`config.mk`:
```
export PLATFORM = sky130hd
export DESIGN_NAME = dsm_ctrl
export DESIGN_NICKNAME = d
export VERILOG_FILES = /design/src/rtl/dsm_pkg.sv /design/src/rtl/dsm_sample_fifo.sv /design/src/rtl/dsm_ctrl.sv
export SDC_FILE = /design/constraint.sdc
export NUM_CORES = 1
export LEC_CHECK = 0
export CAP_MARGIN = 20
export CORE_ASPECT_RATIO = 1.2
export CORE_MARGIN = 1
export CORE_UTILIZATION = 59
export DETAILED_ROUTE_END_ITERATION = 12
export PLACE_DENSITY = 0.81
export SLEW_MARGIN = 10
export SYNTH_ARGS = -nofsm -noshare
export SYNTH_HDL_FRONTEND = slang
export SYNTH_SLANG_ARGS = --single-unit
```
`constraint.sdc`:
```
create_clock -name clock -period 8.14 [get_ports clock]
set_clock_uncertainty 0.2 [all_clocks]
set_input_delay 1.221 -clock clock [delete_from_list [all_inputs] [get_ports clock]]
set_output_delay 1.221 -clock clock [all_outputs]
set_load 0.05 [all_outputs]
```
`src/rtl/dsm_pkg.sv`:
```
// Shared types and constants for the delta-sigma modulator sequencing controller.
package dsm_pkg;

  typedef enum logic [2:0] {
    ST_IDLE    = 3'd0,
    ST_PREFILL = 3'd1,
    ST_RAMP    = 3'd2,
    ST_RUN     = 3'd3,
    ST_DRAIN   = 3'd4
  } dsm_state_e;

  localparam int          DSM_W         = 11;
  localparam logic [15:0] DSM_LFSR_SEED = 16'hACE1;
  // Fibonacci taps 16,14,13,11 expressed as bit positions 15,13,12,10.
  localparam logic [15:0] DSM_LFSR_TAPS = 16'hB400;

  function automatic logic [15:0] lfsr_next(input logic [15:0] cur);
    return {cur[14:0], ^(cur & DSM_LFSR_TAPS)};
  endfunction

endpackage

```
`src/rtl/dsm_sample_fifo.sv`:
```
// Small synchronous sample FIFO with flush; level, full and empty come from a registered count.
module dsm_sample_fifo #(
  parameter int W     = 11,
  parameter int DEPTH = 4
) (
  input  logic                   clock,
  input  logic                   reset,
  input  logic                   push,
  input  logic                   pop,
  input  logic                   flush,
  input  logic [W-1:0]           wdata,
  output logic [W-1:0]           rdata,
  output logic [$clog2(DEPTH):0] level,
  output logic                   full,
  output logic                   empty
);
  localparam int AW = (DEPTH > 1) ? $clog2(DEPTH) : 1;
  localparam int LW = $clog2(DEPTH) + 1;

  logic [W-1:0]  mem_q [DEPTH];
  logic [W-1:0]  mem_d [DEPTH];
  logic [AW-1:0] wr_ptr_q, wr_ptr_d;
  logic [AW-1:0] rd_ptr_q, rd_ptr_d;
  logic [LW-1:0] level_q, level_d;
  logic          do_push_s, do_pop_s;

  function automatic logic [AW-1:0] ptr_inc(input logic [AW-1:0] p);
    if (p == AW'(DEPTH - 1)) begin
      return {AW{1'b0}};
    end else begin
      return p + AW'(1);
    end
  endfunction

  assign full  = (level_q == LW'(DEPTH));
  assign empty = (level_q == {LW{1'b0}});
  assign level = level_q;
  assign rdata = mem_q[rd_ptr_q];

  // Next-state pointers, storage and occupancy.
  always_comb begin
    do_push_s = push && !full;
    do_pop_s  = pop && !empty;
    mem_d     = mem_q;
    wr_ptr_d  = wr_ptr_q;
    rd_ptr_d  = rd_ptr_q;
    level_d   = level_q;
    if (flush) begin
      wr_ptr_d = {AW{1'b0}};
      rd_ptr_d = {AW{1'b0}};
      level_d  = {LW{1'b0}};
    end else begin
      if (do_push_s) begin
        mem_d[wr_ptr_q] = wdata;
        wr_ptr_d        = ptr_inc(wr_ptr_q);
      end else begin
        wr_ptr_d = wr_ptr_q;
      end
      if (do_pop_s) begin
        rd_ptr_d = ptr_inc(rd_ptr_q);
      end else begin
        rd_ptr_d = rd_ptr_q;
      end
      level_d = level_q + LW'(do_push_s) - LW'(do_pop_s);
    end
  end

  // FIFO state registers.
  always_ff @(posedge clock) begin
    if (!reset) begin
      for (int i = 0; i < DEPTH; i++) begin
        mem_q[i] <= {W{1'b0}};
      end
      wr_ptr_q <= {AW{1'b0}};
      rd_ptr_q <= {AW{1'b0}};
      level_q  <= {LW{1'b0}};
    end else begin
      mem_q    <= mem_d;
      wr_ptr_q <= wr_ptr_d;
      rd_ptr_q <= rd_ptr_d;
      level_q  <= level_d;
    end
  end

endmodule

```
`src/rtl/dsm_ctrl.sv`:
```
// Sequencer in front of DSM_top: buffers PCM samples, zero-order-holds them at the OSR rate,
// generates LFSR dither and runs the prefill / ramp / run / drain power sequence.
module dsm_ctrl
  import dsm_pkg::*;
#(
  parameter int          W         = DSM_W,
  parameter int          OSR       = 64,
  parameter int          DEPTH     = 4,
  parameter int          PREFILL   = 2,
  parameter int          STEP      = 8,
  parameter int          DITH_BITS = 3,
  parameter logic [15:0] LFSR_SEED = DSM_LFSR_SEED
) (
  input  logic                   clock,
  input  logic                   reset,
  input  logic                   enable,
  input  logic                   dith_en,
  input  logic                   s_valid,
  input  logic [W-1:0]           s_data,
  output logic                   s_ready,
  output logic [W-1:0]           vin_o,
  output logic [W-1:0]           dith_o,
  output logic                   dsm_rst,
  output logic                   underrun,
  output logic [$clog2(DEPTH):0] fifo_level,
  output logic [2:0]             state_o
);
  localparam int                LW       = $clog2(DEPTH) + 1;
  localparam int                CW       = $clog2(OSR);
  localparam logic [CW-1:0]     CNT_LAST = CW'(OSR - 1);
  localparam logic signed [W:0] STEP_POS = (W + 1)'(STEP);
  localparam logic signed [W:0] STEP_NEG = -STEP_POS;

  dsm_state_e          state_q, state_d;
  logic signed [W-1:0] vin_q, vin_d;
  logic signed [W-1:0] hold_q, hold_d;
  logic signed [W-1:0] dith_q, dith_d;
  logic                dsm_rst_q, dsm_rst_d;
  logic                underrun_q, underrun_d;
  logic [CW-1:0]       cnt_q, cnt_d;
  logic [15:0]         lfsr_q, lfsr_d;

  logic                fifo_push_s, fifo_pop_s, fifo_flush_s;
  logic                fifo_full_s, fifo_empty_s;
  logic [W-1:0]        fifo_rdata_s;
  logic [LW-1:0]       fifo_level_s;
  logic                active_s, active_next_s, tick_s;
  logic signed [W:0]   slew_tgt_s, slew_cur_s, slew_diff_s, slew_step_s;
  logic signed [W-1:0] slew_vin_s;
  logic signed [DITH_BITS:0] dith_raw_s;

  assign s_ready     = !fifo_full_s && (state_q != ST_DRAIN);
  assign fifo_push_s = s_valid && s_ready;

  dsm_sample_fifo #(
    .W     (W),
    .DEPTH (DEPTH)
  ) u_fifo (
    .clock (clock),
    .reset (reset),
    .push  (fifo_push_s),
    .pop   (fifo_pop_s),
    .flush (fifo_flush_s),
    .wdata (s_data),
    .rdata (fifo_rdata_s),
    .level (fifo_level_s),
    .full  (fifo_full_s),
    .empty (fifo_empty_s)
  );

  // Slew limiter: one clamped step toward hold (RAMP) or toward zero (DRAIN); W+1 bits cannot wrap.
  always_comb begin
    if (state_q == ST_DRAIN) begin
      slew_tgt_s = {(W + 1){1'b0}};
    end else begin
      slew_tgt_s = (W + 1)'(hold_q);
    end
    slew_cur_s  = (W + 1)'(vin_q);
    slew_diff_s = slew_tgt_s - slew_cur_s;
    if (slew_diff_s > STEP_POS) begin
      slew_step_s = STEP_POS;
    end else if (slew_diff_s < STEP_NEG) begin
      slew_step_s = STEP_NEG;
    end else begin
      slew_step_s = slew_diff_s;
    end
    slew_vin_s = W'(slew_cur_s + slew_step_s);
  end

  // Sequencing FSM, sample tick, hold register and FIFO pop/flush control.
  always_comb begin
    state_d      = state_q;
    vin_d        = vin_q;
    hold_d       = hold_q;
    underrun_d   = 1'b0;
    fifo_pop_s   = 1'b0;
    fifo_flush_s = 1'b0;
    active_s     = (state_q == ST_RAMP) || (state_q == ST_RUN);
    tick_s       = active_s && (cnt_q == CNT_LAST);

    case (state_q)
      ST_IDLE: begin
        vin_d = {W{1'b0}};
        if (enable) begin
          state_d = ST_PREFILL;
        end else begin
          state_d = ST_IDLE;
        end
      end
      ST_PREFILL: begin
        vin_d = {W{1'b0}};
        if (!enable) begin
          state_d = ST_IDLE;
        end else if (fifo_level_s >= LW'(PREFILL)) begin
          state_d    = ST_RAMP;
          fifo_pop_s = 1'b1;
          hold_d     = fifo_rdata_s;
        end else begin
          state_d = ST_PREFILL;
        end
      end
      ST_RAMP: begin
        vin_d = slew_vin_s;
        if (!enable) begin
          state_d = ST_DRAIN;
        end else if (slew_vin_s == hold_q) begin
          state_d = ST_RUN;
        end else begin
          state_d = ST_RAMP;
        end
      end
      ST_RUN: begin
        vin_d = hold_q;
        if (!enable) begin
          state_d = ST_DRAIN;
        end else begin
          state_d = ST_RUN;
        end
      end
      ST_DRAIN: begin
        vin_d = slew_vin_s;
        if (slew_vin_s == {W{1'b0}}) begin
          state_d      = ST_IDLE;
          fifo_flush_s = 1'b1;
        end else begin
          state_d = ST_DRAIN;
        end
      end
      default: begin
        state_d = ST_IDLE;
        vin_d   = {W{1'b0}};
      end
    endcase

    // A tick with nothing buffered keeps the previous sample and flags the gap.
    if (tick_s) begin
      if (!fifo_empty_s) begin
        fifo_pop_s = 1'b1;
        hold_d     = fifo_rdata_s;
      end else begin
        underrun_d = 1'b1;
      end
    end else begin
      underrun_d = 1'b0;
    end

    active_next_s = (state_d == ST_RAMP) || (state_d == ST_RUN);
    if (active_s && active_next_s) begin
      if (tick_s) begin
        cnt_d = {CW{1'b0}};
      end else begin
        cnt_d = cnt_q + CW'(1);
      end
    end else begin
      cnt_d = {CW{1'b0}};
    end

    dsm_rst_d = (state_d == ST_IDLE) || (state_d == ST_PREFILL);
  end

  // Dither LFSR runs only while the modulator is out of reset; output word is registered.
  always_comb begin
    if (dsm_rst_q) begin
      lfsr_d = lfsr_q;
    end else begin
      lfsr_d = lfsr_next(lfsr_q);
    end
    dith_raw_s = lfsr_q[DITH_BITS:0];
    if (dith_en) begin
      dith_d = W'(dith_raw_s);
    end else begin
      dith_d = {W{1'b0}};
    end
  end

  // Controller state registers.
  always_ff @(posedge clock) begin
    if (!reset) begin
      state_q    <= ST_IDLE;
      vin_q      <= {W{1'b0}};
      hold_q     <= {W{1'b0}};
      dith_q     <= {W{1'b0}};
      dsm_rst_q  <= 1'b1;
      underrun_q <= 1'b0;
      cnt_q      <= {CW{1'b0}};
      lfsr_q     <= LFSR_SEED;
    end else begin
      state_q    <= state_d;
      vin_q      <= vin_d;
      hold_q     <= hold_d;
      dith_q     <= dith_d;
      dsm_rst_q  <= dsm_rst_d;
      underrun_q <= underrun_d;
      cnt_q      <= cnt_d;
      lfsr_q     <= lfsr_d;
    end
  end

  assign vin_o      = vin_q;
  assign dith_o     = dith_q;
  assign dsm_rst    = dsm_rst_q;
  assign underrun   = underrun_q;
  assign fifo_level = fifo_level_s;
  assign state_o    = state_q;

endmodule

```
# After elaboration in Yosys (flattened, before gate mapping)

Index checks and enable logic that the tools add are counted.

Register bits after elaboration: 104
Input port bits: 16
Output and inout bits: 31
Word-level logic and storage cells: 102

Add/subtract/negate cells: 7
Magnitude comparators: 6
Eq/ne operators: 13
Mux-type cells: 33
Bitwise operators: 5
Reductions and logical operators: 23

Operators with widths:

| operator            | count |
|---|---|
| $mux 11             | 10 |
| $bwmux 44           | 1 |
| $bmux 11 s2         | 1 |
| $demux 11 s2        | 1 |
| $pmux 11 s2         | 1 |
| $reduce_xor 16->1   | 1 |
| $pmux 3 s5          | 1 |
| $eq 3x2->1 const B  | 4 |
| $gt 12x5->1 const B | 1 |
| $lt 12x4->1 const B | 1 |
| $mux 12             | 1 |
| $sub 12x11->12      | 1 |
| $add 11x11->11      | 1 |
| $eq 11x11->1        | 1 |
| $logic_not 11->1    | 1 |
| $mux 1              | 10 |
| $logic_not 3->1     | 3 |
| $mux 3              | 3 |
| $mux 2              | 4 |
| $logic_and 1x1->1   | 7 |
| $add 6x1->6 const B | 1 |
| $eq 3x1->1 const B  | 2 |
| $eq 3x3->1 const B  | 2 |
| $eq 6x6->1 const B  | 1 |
| other kinds (15)    | 27 |

# Longest topological paths before layout

Depth after elaboration: 16
Gate-level depth with buffers: 26
Mapped depth without buffers: 23

# Cells and area by module

A second synthesis with hierarchy kept.

Cells, all modules: 658
Area, all modules: 6034.5 um2

By module, submodules not included:

| module          | instances | cells each | area an instance (um2) | sequential area each (um2) |
|---|---|---|---|---|
| dsm_ctrl        | 1         | 439        | 3643.5                 | 1061.0 |
| dsm_sample_fifo | 1         | 219        | 2391.0                 | 1021.0 |

# Worst setup path before layout

No wires, ideal clock.

Kind: reg2reg
Start: register state_q[1], in the netlist state_o[1]
End: register u_fifo.level_q[2], in the netlist u_fifo.level[2]
Setup time: 132 ps
Data arrival time: 5939 ps
Required time: 7808 ps
Slack: 1869 ps
Cell stages (with the launch flop): 24
Buffers on the path: 3
Period minus slack after synthesis: 6271 ps
Cell sequence: dfxtp_1 > clkbuf_1 > nor2_1 > nand2_1 > clkbuf_1 > and2_1 > ha_1 > nor2b_1 > o31a_1 > or3_1 > a221oi_1 > nand4b_1 > or4_1 > clkbuf_1 > a21oi_1 > ha_1 > inv_1 > fa_1 > inv_1 > or3_1 > nor4_2 > or3b_1 > o41ai_4 > nor2_1

Word-level cells in the longest chain between the ends: 11
Elaborated cells on any way between the ends: 27
Those cells by class: add/sub (4); order compare (2); eq/ne (5); mux (8); reduce/logical (8)

RTL lines:

| item                      | RTL line                        | RTL |
|---|---|---|
| from (decl)               | dsm_ctrl.sv:34                  | `dsm_state_e state_q, state_d;` |
| from (signal assigned)    | dsm_ctrl.sv:208                 | `state_q <= state_d;` |
| $eq 3x3->1                | dsm_ctrl.sv:73, dsm_ctrl.sv:101 |  |
| $mux 12                   | dsm_ctrl.sv:73                  | `if (state_q == ST_DRAIN) begin` |
| $sub 12x11->12            | dsm_ctrl.sv:79                  | `slew_diff_s = slew_tgt_s - slew_cur_s;` |
| $lt 12x4->1               | dsm_ctrl.sv:82                  | `end else if (slew_diff_s < STEP_NEG) begin` |
| $mux 11                   | dsm_ctrl.sv:82                  |  |
| $mux 11                   | dsm_ctrl.sv:80                  | `if (slew_diff_s > STEP_POS) begin` |
| $add 11x11->11            | dsm_ctrl.sv:87                  | `slew_vin_s = W'(slew_cur_s + slew_step_s);` |
| $logic_not 11->1          | dsm_ctrl.sv:142                 | `if (slew_vin_s == {W{1'b0}}) begin` |
| $mux 1                    | dsm_ctrl.sv:142                 |  |
| $mux 1                    | dsm_ctrl.sv:101                 | `case (state_q)` |
| $reduce_or 2->1 (no line) | -                               |  |
| to (signal assigned)      | dsm_sample_fifo.sv:76           | `level_q <= {LW{1'b0}};` |
| to (signal assigned)      | dsm_sample_fifo.sv:81           | `level_q <= level_d;` |
| to (decl)                 | dsm_sample_fifo.sv:24           | `logic [LW-1:0] level_q, level_d;` |

Parallel ways exist; a longest one is shown, timed or not.
A chain may end at the register's enable or synchronous reset.

# Final worst setup path

Start: register state_q[1], in the netlist state_o[1]
End: register u_fifo.rd_ptr_q[0]

Word-level cells in the longest chain between the ends: 11
Elaborated cells on any way between the ends: 21
Those cells by class: add/sub (2); order compare (2); eq/ne (4); mux (8); reduce/logical (5)

RTL lines:

| item                      | RTL line                        | RTL |
|---|---|---|
| $eq 3x3->1                | dsm_ctrl.sv:73, dsm_ctrl.sv:101 |  |
| $mux 12                   | dsm_ctrl.sv:73                  |  |
| $sub 12x11->12            | dsm_ctrl.sv:79                  |  |
| $lt 12x4->1               | dsm_ctrl.sv:82                  |  |
| $mux 11                   | dsm_ctrl.sv:82                  |  |
| $mux 11                   | dsm_ctrl.sv:80                  |  |
| $add 11x11->11            | dsm_ctrl.sv:87                  |  |
| $logic_not 11->1          | dsm_ctrl.sv:142                 |  |
| $mux 1                    | dsm_ctrl.sv:142                 |  |
| $mux 1                    | dsm_ctrl.sv:101                 |  |
| $reduce_or 2->1 (no line) | -                               |  |
| to (signal assigned)      | dsm_sample_fifo.sv:75           | `rd_ptr_q <= {AW{1'b0}};` |
| to (signal assigned)      | dsm_sample_fifo.sv:80           | `rd_ptr_q <= rd_ptr_d;` |
| to (decl)                 | dsm_sample_fifo.sv:23           | `logic [AW-1:0] rd_ptr_q, rd_ptr_d;` |

Parallel ways exist; a longest one is shown, timed or not.

==> results_dict.tcl <==
set metrics [dict create \
    die_y_microns 111 \
    powerDensity_mw_per_mm2 210 \
    timing.hold.ws_ps 243 \
    first_iter_violations 234 \
    setup_viol 0 \
    clock_sinks 104 \
    cp_common_cell "a21oi_1" \
    coreArea_sq_mm 0.00961 \
    syn_avg_cell_area_sq_um 9.01 \
    worst_slew_pin_slew_ps 910 \
    grt_setup_unrepaired "false" \
    cts_tree "yes" \
    nets 719 \
    gr-total-overflow 0 \
    gp_congestion 0.959 \
    drc 0 \
    path_class "register to register" \
    die_area_sq_mm 0.0103 \
    drt_pre_antenna_iters 5 \
    hold_class "register to register" \
    cp_slowest_cell "or4_1" \
    cts_resized 0 \
    cpPeakStageDelay_ps 590 \
    initial_core_util_pct 61.0 \
    dp_hpwl_microns 9020 \
    path_cells "nor2_1, nand2_1, and2_1, ha_1, o211a_1, o31ai_1, a21oi_1, or4b_2, nand3_1, or4_1, a21oi_1, ha_1, inv_1, fa_1, inv_1, or3_1, nor4_2, or3b_1, o41ai_4, a21oi_1" \
    required_ps 8140 \
    area_delta_synth_final_pct 12.6 \
    power_mw 1.38 \
    slew_violations 0 \
    fmax_mhz 156 \
    layout_commonest_cell "dfxtp_1" \
    place.port_buffers 46 \
    ios 47 \
    fin_setup_tns_ps 0 \
    synth_enable_flop_cells 0 \
    synth.distinct_cells 60 \
    synth_top_area_share_pct 35.5 \
    hold_buffers 0 \
    cts-root-buf "clkbuf_16" \
    vdd_drop_max_v 0.000159 \
    syn_nets 701 \
    end_kind "register" \
    wl_microns 12600 \
    synth-seq-cells 104 \
    yosysWarnings 0 \
    diodes 0 \
    drive_above_1_share_pct 6.38 \
    vias 4605 \
    finalCritPeriodShare_pct 78.9 \
    viasPerCell 5.78 \
    yosysSeqAreaShare_pct 35.5 \
    slew_headroom_pct 39.2 \
    synth_top_flop_cell "dfxtp_1" \
    ant_nets 0 \
    cpLargestDelayFamily "simple AND/OR/NAND/NOR gates" \
    hold_viol_final 0 \
    cts_buffers 9 \
    grt_use_total_pct 25.6 \
    layout_common_cells "104 x dfxtp_1, 71 x nand2_1, 51 x nand3_1, 46 x a21boi_0, 45 x clkdlybuf4s50_1" \
    utilization_pct 68.7 \
    synthTopCellsByArea "dfxtp_1 36%, ha_1 6.6%, a21boi_0 5.9%" \
    grt_pass1_vias 4522 \
    crit_buf_inv 2 \
    start_kind "register" \
    clock_latency_ps 340 \
    cts.clk_slew.worst_paths_ps 70 \
    syn_area_sq_mm 0.00586 \
    grt_max_degree 90 \
    fin_crit_ps 6420 \
    die_w_microns 93 \
    ctsHtreeMaxLevel 3 \
    p_leak_nw 2.54 \
    antenna_found_initial 0 \
    grt_pass1_wl_microns 21200 \
    synth_top_cell_by_area "dfxtp_1" \
    stdcell_area_sq_mm 0.00660 \
    run_status "finished, final reports clean" \
    cp_data_arrival_time_ps 6420 \
    clockBufferDepth 2 \
    crit_fanout 11 \
    postCtsSetupBuffers 0 \
    place_area_sq_mm 0.00628 \
    synthArstFlopShare_pct 0 \
    cap_violations 0 \
    synthCells 651 \
    wl_per_cell_microns 15.9 \
    rows 39 \
]
==> cells in the mapped netlist (2+ instances only) <==
| cell type | n |
|---|---|
| clkbuf_1 | 29 |
| o21ai_0 | 10 |
| nand2_1 | 71 |
| a31oi_1 | 3 |
| or4_1 | 2 |
| o21a_1 | 5 |
| fa_1 | 3 |
| o211a_1 | 2 |
| o31ai_1 | 7 |
| and3_1 | 7 |
| a211oi_1 | 3 |
| xnor2_1 | 27 |
| or2_2 | 3 |
| or3_1 | 6 |
| nor4_1 | 4 |
| ha_1 | 31 |
| o211ai_1 | 3 |
| mux2i_1 | 32 |
| mux4_2 | 11 |
| a2bb2oi_1 | 2 |
| a22oi_1 | 10 |
| nor2b_1 | 33 |
| nor3_1 | 5 |
| nand4_1 | 4 |
| dfxtp_1 | 104 |
| nand3b_1 | 2 |
| a21o_1 | 4 |
| and2_1 | 10 |
| a21oi_1 | 21 |
| nor2_1 | 31 |
| a21boi_0 | 46 |
| buf_4 | 8 |
| inv_1 | 28 |
| nand3_1 | 51 |
| xor2_1 | 8 |
==> power breakdown <==
group / switching [mW] / internal (mW)
Sequential: 0.0280 / 0.539
Combinational: 0.211 / 0.142
Clock: 0.186 / 0.278
Total: 0.425 / 0.959
==> final cells by class <==
cell class / count / area, sq um
Clock buffer: 11 / 243
Clock inverter: 5 / 78.8
Fill cell: 744 / 3010
Inverter: 28 / 105
Multi-Input combinational cell: 477 / 3460
Sequential cell: 104 / 2080
Tap cell: 123 / 154
Timing Repair Buffer: 49 / 478
==> cell families (layout without fill, tap and decap cells) <==
kind of cell,after synthesis,in the layout,synth area share [%]
flops,104,104,35.5
simple gates,237,237,20.2
buf+inv,70,93,5.44
compound gates,127,127,16.1
fa+ha+maj,34,34,7.64
mux,44,44,9.88
xor+xnor,35,35,5.23
==> through the flow <==
step | instances | worst slack, ps
global placement | 781 | 2020
finish | 797 | 1720
global route | 797 | 1240
detailed placement | 781 | 1780
CTS | 797 | 1750
floorplan | 651 | 1870
==> per-layer routing <==
metal,wire length (microns),global-route usage (%),vias up
met5,0,0,-
li1,-,-,2312
met1,5380,31.4,2165
met2,6560,45.0,109
met3,451,3.22,19
met4,260,9.64,0
==> sequential cells by signal (all words and copies together) (netlist names) <==
| signal | count |
|---|---|
| underrun | 1 |
| state_o | 3 |
| hold_q | 11 |
| u_fifo.wr_ptr_q | 2 |
| dith_o | 4 |
| cnt_q | 6 |
| vin_o | 11 |
| u_fifo.rd_ptr_q | 2 |
| dsm_rst | 1 |
| u_fifo.level | 3 |
| u_fifo.mem_q | 44 |
| lfsr_q | 16 |
==> path summary, 6_finish.rpt <==
path	cells after the start	slack, ps	start	to
max	20	1720	state_o[1]	u_fifo.rd_ptr_q[0]
min	1	240	cnt_q[0]	cnt_q[0]
max reg2reg	20	1720	state_o[1]	u_fifo.rd_ptr_q[0]
min reg2reg	1	240	cnt_q[0]	cnt_q[0]
No activity file was read; power rests on OpenSTA's default activity.
